[config.mk]
export PLATFORM = sky130hd
export DESIGN_NAME = dm_arbiter
export DESIGN_NICKNAME = d
export VERILOG_FILES = /design/src/rtl/dm_arbiter.sv
export SDC_FILE = /design/constraint.sdc
export NUM_CORES = 1
export LEC_CHECK = 0
export ABC_AREA = 1
export CAP_MARGIN = 40
export CORE_AREA = 8 8 147 94
export CTS_CLUSTER_DIAMETER = 200
export DETAILED_ROUTE_END_ITERATION = 7
export DIE_AREA = 0 0 155 102
export GPL_TIMING_DRIVEN = 0
export HOLD_SLACK_MARGIN = 0.06
export PLACE_DENSITY = 0.84
export SYNTH_ARGS = -nofsm -noshare
export SYNTH_HDL_FRONTEND = slang
export SYNTH_SLANG_ARGS = --single-unit
[constraint.sdc]
create_clock -name clk -period 4.6 [get_ports clk]
set_clock_uncertainty 0.2 [all_clocks]
set_input_delay 0.69 -clock clk [delete_from_list [all_inputs] [get_ports clk]]
set_output_delay 0.69 -clock clk [all_outputs]
set_load 0.05 [all_outputs]
[src/rtl/dm_arbiter.sv]
// dm_arbiter: shares one single-ported, word-addressed data memory between
// the CPU load/store path (port 0) and the debug/loader port (port 1).
// A three-state sequencer (IDLE -> ACCESS -> RESP) serialises accesses.
// Read data and the ack/err pulse are registered.
// Optional feature macro: DM_ARB_FIXED_PRIO_EN
//   - defined:   port 0 always wins a tie; port 1 can starve.
//   - undefined: round-robin arbitration.
//
// Handshake: a port raises reqN together with stable weN/addrN/wdataN and
// holds them until it sees ackN. ackN is a single-cycle pulse, and errN is
// valid with it. A req still high in the cycle after ack counts as a new
// request.
module dm_arbiter #(
  parameter int AW = 5,
  parameter int DW = 32
) (
  input  logic          clk,
  input  logic          rst_n,
  input  logic          req0,
  input  logic          req1,
  input  logic          we0,
  input  logic          we1,
  input  logic [31:0]   addr0,
  input  logic [31:0]   addr1,
  input  logic [DW-1:0] wdata0,
  input  logic [DW-1:0] wdata1,
  output logic          ack0,
  output logic          ack1,
  output logic          err0,
  output logic          err1,
  output logic [DW-1:0] rdata,
  output logic [AW-1:0] mem_addr,
  output logic [DW-1:0] mem_wdata,
  output logic          mem_we,
  input  logic [DW-1:0] mem_rdata,
  output logic [1:0]    fsm_state
);

  typedef enum logic [1:0] {
    IDLE   = 2'd0,
    ACCESS = 2'd1,
    RESP   = 2'd2
  } state_t;

  state_t          state;
  state_t          state_nxt;
  logic            hold_we;
  logic            hold_id;
  logic [31:0]     hold_addr;
  logic [DW-1:0]   hold_wdata;
  logic            grant_id;
  logic            start;
  logic            addr_err;

  assign start     = (state == IDLE) && (req0 || req1);
  assign fsm_state = state;

  // Misaligned or beyond the memory depth: the access is rejected.
  assign addr_err  = (hold_addr[1:0] != 2'b00) || (hold_addr[31:AW+2] != '0);
  assign mem_addr  = hold_addr[AW+1:2];
  assign mem_wdata = hold_wdata;

`ifdef DM_ARB_FIXED_PRIO_EN
  // Fixed priority: port 1 wins only when port 0 is not requesting.
  always_comb begin
    grant_id = req1 && !req0;
  end
`else
  logic ptr;

  // Round-robin: on a tie the pointer decides, otherwise the lone requester wins.
  always_comb begin
    grant_id = 1'b0;
    if (req0 && req1) grant_id = ptr;
    else if (req1)    grant_id = 1'b1;
  end

  // After every grant the pointer names the loser, giving it the next tie.
  always_ff @(posedge clk or posedge rst_n) begin
    if (rst_n)      ptr <= 1'b0;
    else if (start) ptr <= ~grant_id;
  end
`endif

  // Sequencer state register.
  always_ff @(posedge clk or posedge rst_n) begin
    if (rst_n) state <= IDLE;
    else       state <= state_nxt;
  end

  // Next-state logic and the memory write strobe.
  always_comb begin
    state_nxt = state;
    mem_we    = 1'b0;
    case (state)
      IDLE:    if (req0 || req1) state_nxt = ACCESS;
      ACCESS: begin
        mem_we    = hold_we && !addr_err;
        state_nxt = RESP;
      end
      RESP:    state_nxt = IDLE;
      default: state_nxt = IDLE;
    endcase
  end

  // Latch the winner's request so the requesters may not be looked at again.
  always_ff @(posedge clk or posedge rst_n) begin
    if (rst_n) begin
      hold_we    <= 1'b0;
      hold_id    <= 1'b0;
      hold_addr  <= '0;
      hold_wdata <= '0;
    end else if (start) begin
      hold_id    <= grant_id;
      hold_we    <= grant_id ? we1    : we0;
      hold_addr  <= grant_id ? addr1  : addr0;
      hold_wdata <= grant_id ? wdata1 : wdata0;
    end
  end

  // Capture read data at the end of ACCESS; writes and errors keep old data.
  always_ff @(posedge clk or posedge rst_n) begin
    if (rst_n) rdata <= '0;
    else if (state == ACCESS && !hold_we && !addr_err) rdata <= mem_rdata;
  end

  // One-cycle registered ack/err to the latched port, issued from RESP.
  always_ff @(posedge clk or posedge rst_n) begin
    if (rst_n) begin
      ack0 <= 1'b0;
      ack1 <= 1'b0;
      err0 <= 1'b0;
      err1 <= 1'b0;
    end else begin
      ack0 <= (state == RESP) && !hold_id;
      ack1 <= (state == RESP) &&  hold_id;
      err0 <= (state == RESP) && !hold_id && addr_err;
      err1 <= (state == RESP) &&  hold_id && addr_err;
    end
  end

endmodule

---- Word-level counts from Yosys, hierarchy flattened ----
Cells that the tools add are included.
word-level totals
  input bits .............................. 166
  register bits ........................... 105
  output and inout bits ................... 76
  word-level logic and storage cells ...... 40
cells by class
  eq/ne operators ......................... 3
  reductions and logical operators ........ 17
  bitwise operators ....................... 1
  mux-type cells .......................... 8
operators with widths
  cell                count
  $mux 32             2
  $reduce_bool 25->1  1
  $logic_and 1x1->1   9
  $mux 1              4
  $pmux 2 s2          1
  $logic_not 1->1     3
  $eq 2x1->1 const B  1
  $eq 2x2->1 const B  1
  $logic_not 2->1     1
  $logic_or 1x1->1    2
  $mux 2              1
  $ne 2x1->1 const B  1
  $reduce_bool 2->1   1
  $not 1->1           1

---- Depth between registers and ports, before layout ----
Gate-level depths: netlist (run 1).
  depth in word-level cells ............... 5
  gate-level depth with buffers ........... 9
  mapped depth without buffers ............ 8

---- Worst setup path after synthesis (run 1) ----
Ideal clock, no wire load.
  path kind ............................... flip-flop to output port
  start point ............................. reg state[0] (netlist: fsm_state[0])
  end point ............................... out mem_we
  buffers on the path ..................... 0
  data required time ...................... 3.710 ns
  setup slack ............................. 1.658 ns
  arrival time ............................ 2.052 ns
  stages on the path, launching flop included .. 5
  cells stage by stage .................... dfrtp_1 -> inv_1 -> nor2_1 -> nand2_1 -> nor3_1
between the ends
  word-level cells in the longest chain between the ends .. 2
RTL lines
  item                      line  RTL
  start: declaration        45    state_t state;
  start signal: assignment  88    else state <= state_nxt;
  $eq 2x1->1                95    case (state)
  $mux 1                    95
  end: declaration          34    output logic mem_we,
Every way passes these cells.

---- Final worst setup path (run 1) ----
  start point ............................. reg hold_addr[0]
  end point ............................... out mem_we
between the ends
  word-level cells in the longest chain between the ends .. 5
RTL lines
  item                      line  RTL
  start: declaration        49    logic [31:0] hold_addr;
  start signal: assignment  116   hold_addr <= grant_id ? addr1 : addr0;
  $reduce_bool 2->1         59    assign addr_err = (hold_addr[1:0] != 2'b00) || (hold_addr[31:AW+2] != '0);
  $logic_or 1x1->1          59
  $logic_not 1->1           98    mem_we = hold_we && !addr_err;
  $logic_and 1x1->1         98
  $mux 1                    95
Every way passes these cells.

==> flow_summary.json, run 1 <==
{
  "status": "complete, no violations",
  "drive_gt1_share_pct": 6.17,
  "wl_per_cell_um": 16.8,
  "areaGrowthSynthToFinish_pct": 64.7,
  "layout.cells.non_filler": 975,
  "final_nets": 972,
  "dieArea_um2": 15800,
  "hold_path_class": "flip-flop to flip-flop",
  "worstSetupPathType": "flip-flop to primary output",
  "initialDrtViolationCount": 247,
  "start_util_pct": 39.1,
  "ir_drop_v": 0.000331,
  "antenna_found_initial": 0,
  "hold_path_end": "rdata[11]",
  "synth_warnings": 0,
  "finalCriticalPeriod_ps": 3030,
  "r2r_slack_ps": 2730,
  "slew_headroom_pct": 59.7,
  "n_fill_cell": 985,
  "hold_viol_final": 0,
  "cts_htree_levels": 3,
  "slew_violations": 0,
  "synth_fp_nets": 718,
  "avgSynthCellArea_um2": 8.28,
  "synthArstFlopShare_pct": 100,
  "synthCells": 552,
  "synth_seq_cells": 105,
  "numCtsBuffers": 9,
  "leakage_nw": 3.40,
  "fp.dieW_um": 155,
  "gp_congestion": 0.870,
  "multi_input_area_um2": 1670,
  "grt_usage_pct": 20.6,
  "pin_count": 242,
  "ys.flop_type": "dfrtp_1",
  "finalSetupTns_ps": 0,
  "rr_worst_depth": 5,
  "total_power_mw": 4.30,
  "hold_slack_ps": 270,
  "chipHeight_um": 102,
  "timing.max_cap.violations": 0,
  "grt_first_pass_wirelength_um": 25500,
  "powerDensity_nw_per_um2": 572,
  "design_area_um2": 7530,
  "port_buffers": 241,
  "required_ps": 3710,
  "crit_path_end_kind": "primary output",
  "crit_fanout": 3,
  "dpl_cell_area_um2": 7230,
  "hp-start": "rdata[11]",
  "syn_area_um2": 4570,
  "clock_latency_ps": 330,
  "pre_cts_slack_ps": 1900,
  "ant_nets": 0,
  "cts_resized": 0,
  "dpl.hpwl_um": 13100,
  "vias_per_cell": 4.70,
  "postCtsSetupRepairBufs": 0,
  "holdBufCountCts": 0,
  "core.rowCount": 31,
  "routed_wl_um": 16400,
  "startpoint_type": "flip-flop",
  "dpl.cell_count": 960,
  "grt_start_max_net_pins": 38,
  "cts_tree": "built",
  "fin_crit_sh_pct": 66.0,
  "synth_cell_types": 18,
  "max_freq_mhz": 330,
  "r2r_start": "fsm_state[1]",
  "worstReg2RegEnd": "rdata[10]",
  "clkTransAtPathRegs_ps": 70,
  "synth_edf_count": 0,
  "rsz0062_at_grt": "false",
  "holdPathStages": 2,
  "num_antenna_cells": 0,
  "tightest_slew_ps": 602,
  "worstPathArrival_ps": 2140,
  "finalSetupViolCount": 0,
  "cts_buffer_depth": 2,
  "first_pass_iters": 4,
  "synth_seq_area_share_pct": 57.5,
  "clock_sinks": 105,
  "design.core.area_um2": 11700,
  "final_util_pct": 64.5,
  "cts_root_buf": "clkbuf_16",
  "setup_slack_ps": 1570,
  "regArea_um2": 2630,
  "grt_pass1_vias": 4716,
  "drc": 0,
  "num_vias": 4581,
  "overflow": 0
}
## power breakdown
part | switching [mW] | leakage, nW | internal [mW]
Combinational | 1.36 | 2.08 | 0.767
Sequential | 0.175 | 1.19 | 1.23
Clock | 0.330 | 0.138 | 0.436
## layout make-up
| cell class | instances | share of cell area [%] |
|---|---|---|
| flip-flops and latches | 105 | 34.9 |
| well taps | 165 | 2.74 |
| clock buffers | 11 | 3.23 |
| plain buffers | 35 | 2.79 |
| multi-input cells | 396 | 22.2 |
| clock inverters | 4 | 0.715 |
| inverters | 16 | 0.831 |
| repair buffers | 243 | 32.6 |
## critical path: stages, from the launching register on
cell and delay (ps):
dfrtp_1 400, nor2_1 120, nand3_1 120, nor2_1 110, nand2_1 80, nor3_1 130, clkdlybuf4s50_1 840
## cells by family (layout without fill, tap and decap cells)
| logic type | after synthesis | count (layout) | share of synthesized area (%) |
|---|---|---|---|
| and+or+nand+nor | 380 | 380 | 34.0 |
| buffers and inverters | 51 | 309 | 5.92 |
| AOI/OAI and AO/OA | 16 | 16 | 2.60 |
| DFF | 105 | 105 | 57.5 |
## layout by cell type (no fill, tap or decap), drive strengths merged
cell type and n:
nor2 24, buf 31, inv 16, clkinv 1, o21ai 2, a21o 1
a22oi 12, nand3 87, and2 1, bufinv 1, nor3 5, clkbuf 17
clkinvlp 2, clkdlybuf4s50 241, dfrtp 105, o21bai 1, nand2 263
## cells in the mapped netlist, types with 4 or more instances
| master | n | area (um2) |
|---|---|---|
| dfrtp_1 | 105 | 2630 |
| nand3_1 | 87 | 435 |
| nor3_1 | 4 | 20.0 |
| clkbuf_1 | 6 | 22.5 |
| nor2_1 | 23 | 86.3 |
| buf_4 | 17 | 128 |
| a22oi_1 | 12 | 90.1 |
| inv_1 | 15 | 56.3 |
| buf_2 | 12 | 60.1 |
| nand2_1 | 263 | 987 |
## per-layer routing
metal | routed length [um] | GRT usage (%)
met1 | 7080 | 26.3
met2 | 7520 | 32.9
met3 | 1700 | 8.32
met4 | 83 | 3.82
met5 | 0 | 0
## worst max path at each step
| stage | start | endpoint | slack, ps | cells after the start |
|---|---|---|---|---|
| 6_report | hold_addr[0] | mem_we | 1570 | 6 |
| 3_3_place_gp | rst_n | hold_addr[2] | -670 | 2 |
| 2_1_floorplan | rst_n | ack0 | 950 | 1 |
| 5_1_grt | hold_addr[0] | mem_we | 1470 | 6 |
| 4_1_cts | hold_addr[0] | mem_we | 1530 | 6 |
| 3_5_place_dp | hold_addr[0] | mem_we | 1900 | 6 |
## sequential cells by signal, summed over array words and instances (netlist names)
| signal | cells |
|---|---|
| ptr | 1 |
| rdata | 32 |
| hold_we | 1 |
| mem_wdata | 32 |
| err1 | 1 |
| ack0 | 1 |
| hold_addr | 32 |
| hold_id | 1 |
| err0 | 1 |
| fsm_state | 2 |
| ack1 | 1 |
Power figures use the tool's default switching activity.
==> run 2, diff against run 1 <==
--- a/config.mk
+++ b/config.mk
@@ -7,13 +7,13 @@
 export LEC_CHECK = 0
 export ABC_AREA = 1
 export CAP_MARGIN = 40
-export CORE_AREA = 8 8 147 94
+export CORE_AREA = 8 8 155 99
 export CTS_CLUSTER_DIAMETER = 200
 export DETAILED_ROUTE_END_ITERATION = 7
-export DIE_AREA = 0 0 155 102
+export DIE_AREA = 0 0 163 107
 export GPL_TIMING_DRIVEN = 0
 export HOLD_SLACK_MARGIN = 0.06
-export PLACE_DENSITY = 0.84
+export PLACE_DENSITY = 0.79
 export SYNTH_ARGS = -nofsm -noshare
 export SYNTH_HDL_FRONTEND = slang
 export SYNTH_SLANG_ARGS = --single-unit
==> constraint.sdc (replaced) <==
create_clock -name clk -period 2.55 [get_ports clk]
set_clock_uncertainty 0.2 [all_clocks]
set_input_delay 0.3825 -clock clk [delete_from_list [all_inputs] [get_ports clk]]
set_output_delay 0.3825 -clock clk [all_outputs]
set_load 0.05 [all_outputs]
==> run 2 against run 1 <==
- cell count up 1.1%
- flip-flop and latch count did not move
- clock power grew 97%
- worst hold slack lost 28 ps
- core utilization down 6.8 points
- total power up 83%
- critical endpoint unchanged
- largest cell class unchanged
==> flow_summary.json, run 2 (same netlist as run 1, synthesis figures left out) <==
{
  "regArea_um2": 2630,
  "cts_buffer_depth": 2,
  "worstReg2RegEnd": "rdata[19]",
  "slowest_stage": "dfrtp_1",
  "finalSetupViolCount": 0,
  "status": "complete, no violations",
  "design_area_um2": 7570,
  "rr_worst_depth": 5,
  "final_common_cell": "nand2_1",
  "p_sw_mw": 3.41,
  "start_util_pct": 34.8,
  "leakage_nw": 3.42,
  "hp-start": "hold_id",
  "required_ps": 1970,
  "n_fill_cell": 1197,
  "grt_start_max_net_pins": 37,
  "antenna_found_initial": 0,
  "dpl_cell_area_um2": 7250,
  "drive_gt1_share_pct": 6.66,
  "dpl.hpwl_um": 12900,
  "slew_violations": 0,
  "clock_sinks": 105,
  "wl_per_cell_um": 16.5,
  "timing.max_cap.violations": 0,
  "max_freq_mhz": 446,
  "drc": 0,
  "setup_slack_ps": 310,
  "num_vias": 4584,
  "finalSetupTns_ps": 0,
  "final_nets": 972,
  "areaGrowthSynthToFinish_pct": 65.7,
  "hold_path_class": "flip-flop to flip-flop",
  "rsz0062_at_grt": "false",
  "holdBufCountCts": 0,
  "crit_fanout": 3,
  "worstPathArrival_ps": 1660,
  "final_util_pct": 57.6,
  "cts_htree_levels": 3,
  "finalCriticalPeriod_ps": 2240,
  "hold_viol_final": 0,
  "grt_pass1_vias": 4585,
  "initialDrtViolationCount": 239,
  "vias_per_cell": 4.65,
  "cpMostUsedCell": "nor2_1",
  "fin_crit_sh_pct": 87.8,
  "startpoint_type": "flip-flop",
  "routed_wl_um": 16200,
  "cts_tree": "built",
  "core.rowCount": 33,
  "fp.dieW_um": 163,
  "powerDensity_nw_per_um2": 1040,
  "design.core.area_um2": 13100,
  "numCtsBuffers": 9,
  "crit_path_max_incr_delay_ps": 400,
  "p_clk_share_pct": 19.2,
  "clock_latency_ps": 340,
  "first_pass_iters": 4,
  "chipHeight_um": 107,
  "path_buf_inv": 1,
  "multi_input_area_um2": 1680,
  "p_comb_share_pct": 48.4,
  "port_buffers": 241,
  "grt_first_pass_wirelength_um": 24700,
  "gp_congestion": 0.814,
  "final_cell_mix": "nand2_1 (263), clkdlybuf4s50_1 (240), dfrtp_1 (105)",
  "pin_count": 242,
  "r2r_slack_ps": 560,
  "grt_usage_pct": 18.0,
  "ant_nets": 0,
  "cts_root_buf": "clkbuf_16",
  "path_cells": "nor2_1, nand3_1, nor2_1, nand2_1, nor3_2, clkbuf_2",
  "r2r_start": "fsm_state[1]",
  "dieArea_um2": 17400,
  "internal_power_mw": 4.48,
  "layout.cells.non_filler": 986,
  "ir_drop_v": 0.000630,
  "switching_share_pct": 43.3,
  "hold_slack_ps": 242,
  "dpl.cell_count": 970,
  "worstSetupPathType": "flip-flop to primary output",
  "p_seq_share_pct": 32.4,
  "hold_path_end": "ack0",
  "pre_cts_slack_ps": 149,
  "total_power_mw": 7.89,
  "num_antenna_cells": 0,
  "holdPathStages": 1,
  "overflow": 0,
  "critPathTopFamily": "simple AND/OR/NAND/NOR gates",
  "slew_headroom_pct": 45.8,
  "clkTransAtPathRegs_ps": 70,
  "tightest_slew_ps": 811,
  "crit_path_end_kind": "primary output"
}
run 2: worst max-delay path by stage:
stage | start | endpoint | slack, ps | depth (start not counted)
floorplan | fsm_state[0] | mem_we | 320 | 4
global placement | rst_n | mem_wdata[1] | -410 | 2
detailed placement | hold_addr[0] | mem_we | 150 | 6
CTS | hold_addr[0] | mem_we | 50 | 6
global route | hold_addr[0] | mem_we | 210 | 6
finish | hold_addr[0] | mem_we | 310 | 6
run 2: metal layers:
metal / routed length (um) / GRT usage, % / vias up
met5: 0 / 0 / -
met2: 7120 / 28.4 / 180
met3: 1680 / 7.46 / 4
li1: - / - / 2260
met4: 46 / 2.54 / 0
met1: 7390 / 23.1 / 2140
run 2: final cells by class:
type                    instances  area share [%]
repair buffers                243            32.3
multi-input cells             396            22.1
plain buffers                  35            2.78
clock inverters                 7            1.31
clock buffers                   9            2.98
flip-flops and latches        105            34.7
well taps                     175            2.89
inverters                      16           0.843
run 2: what timing repair did:
item / in CTS / in global routing
endpoints found under the setup margin: 1 / 1
buffers inserted: 0 / 0
gates resized for setup: 1 / 2
hold endpoints to repair: 0 / 0
run 2: power groups by stage:
stage	clock [mW]	sequential (mW)	combinational [mW]
floorplan	0	3.48	1.50
global placement	0	2.57	3.80
detailed placement	0	2.57	3.86
CTS	1.56	2.55	3.87
global route	1.61	2.61	4.13
finish	1.51	2.55	3.82
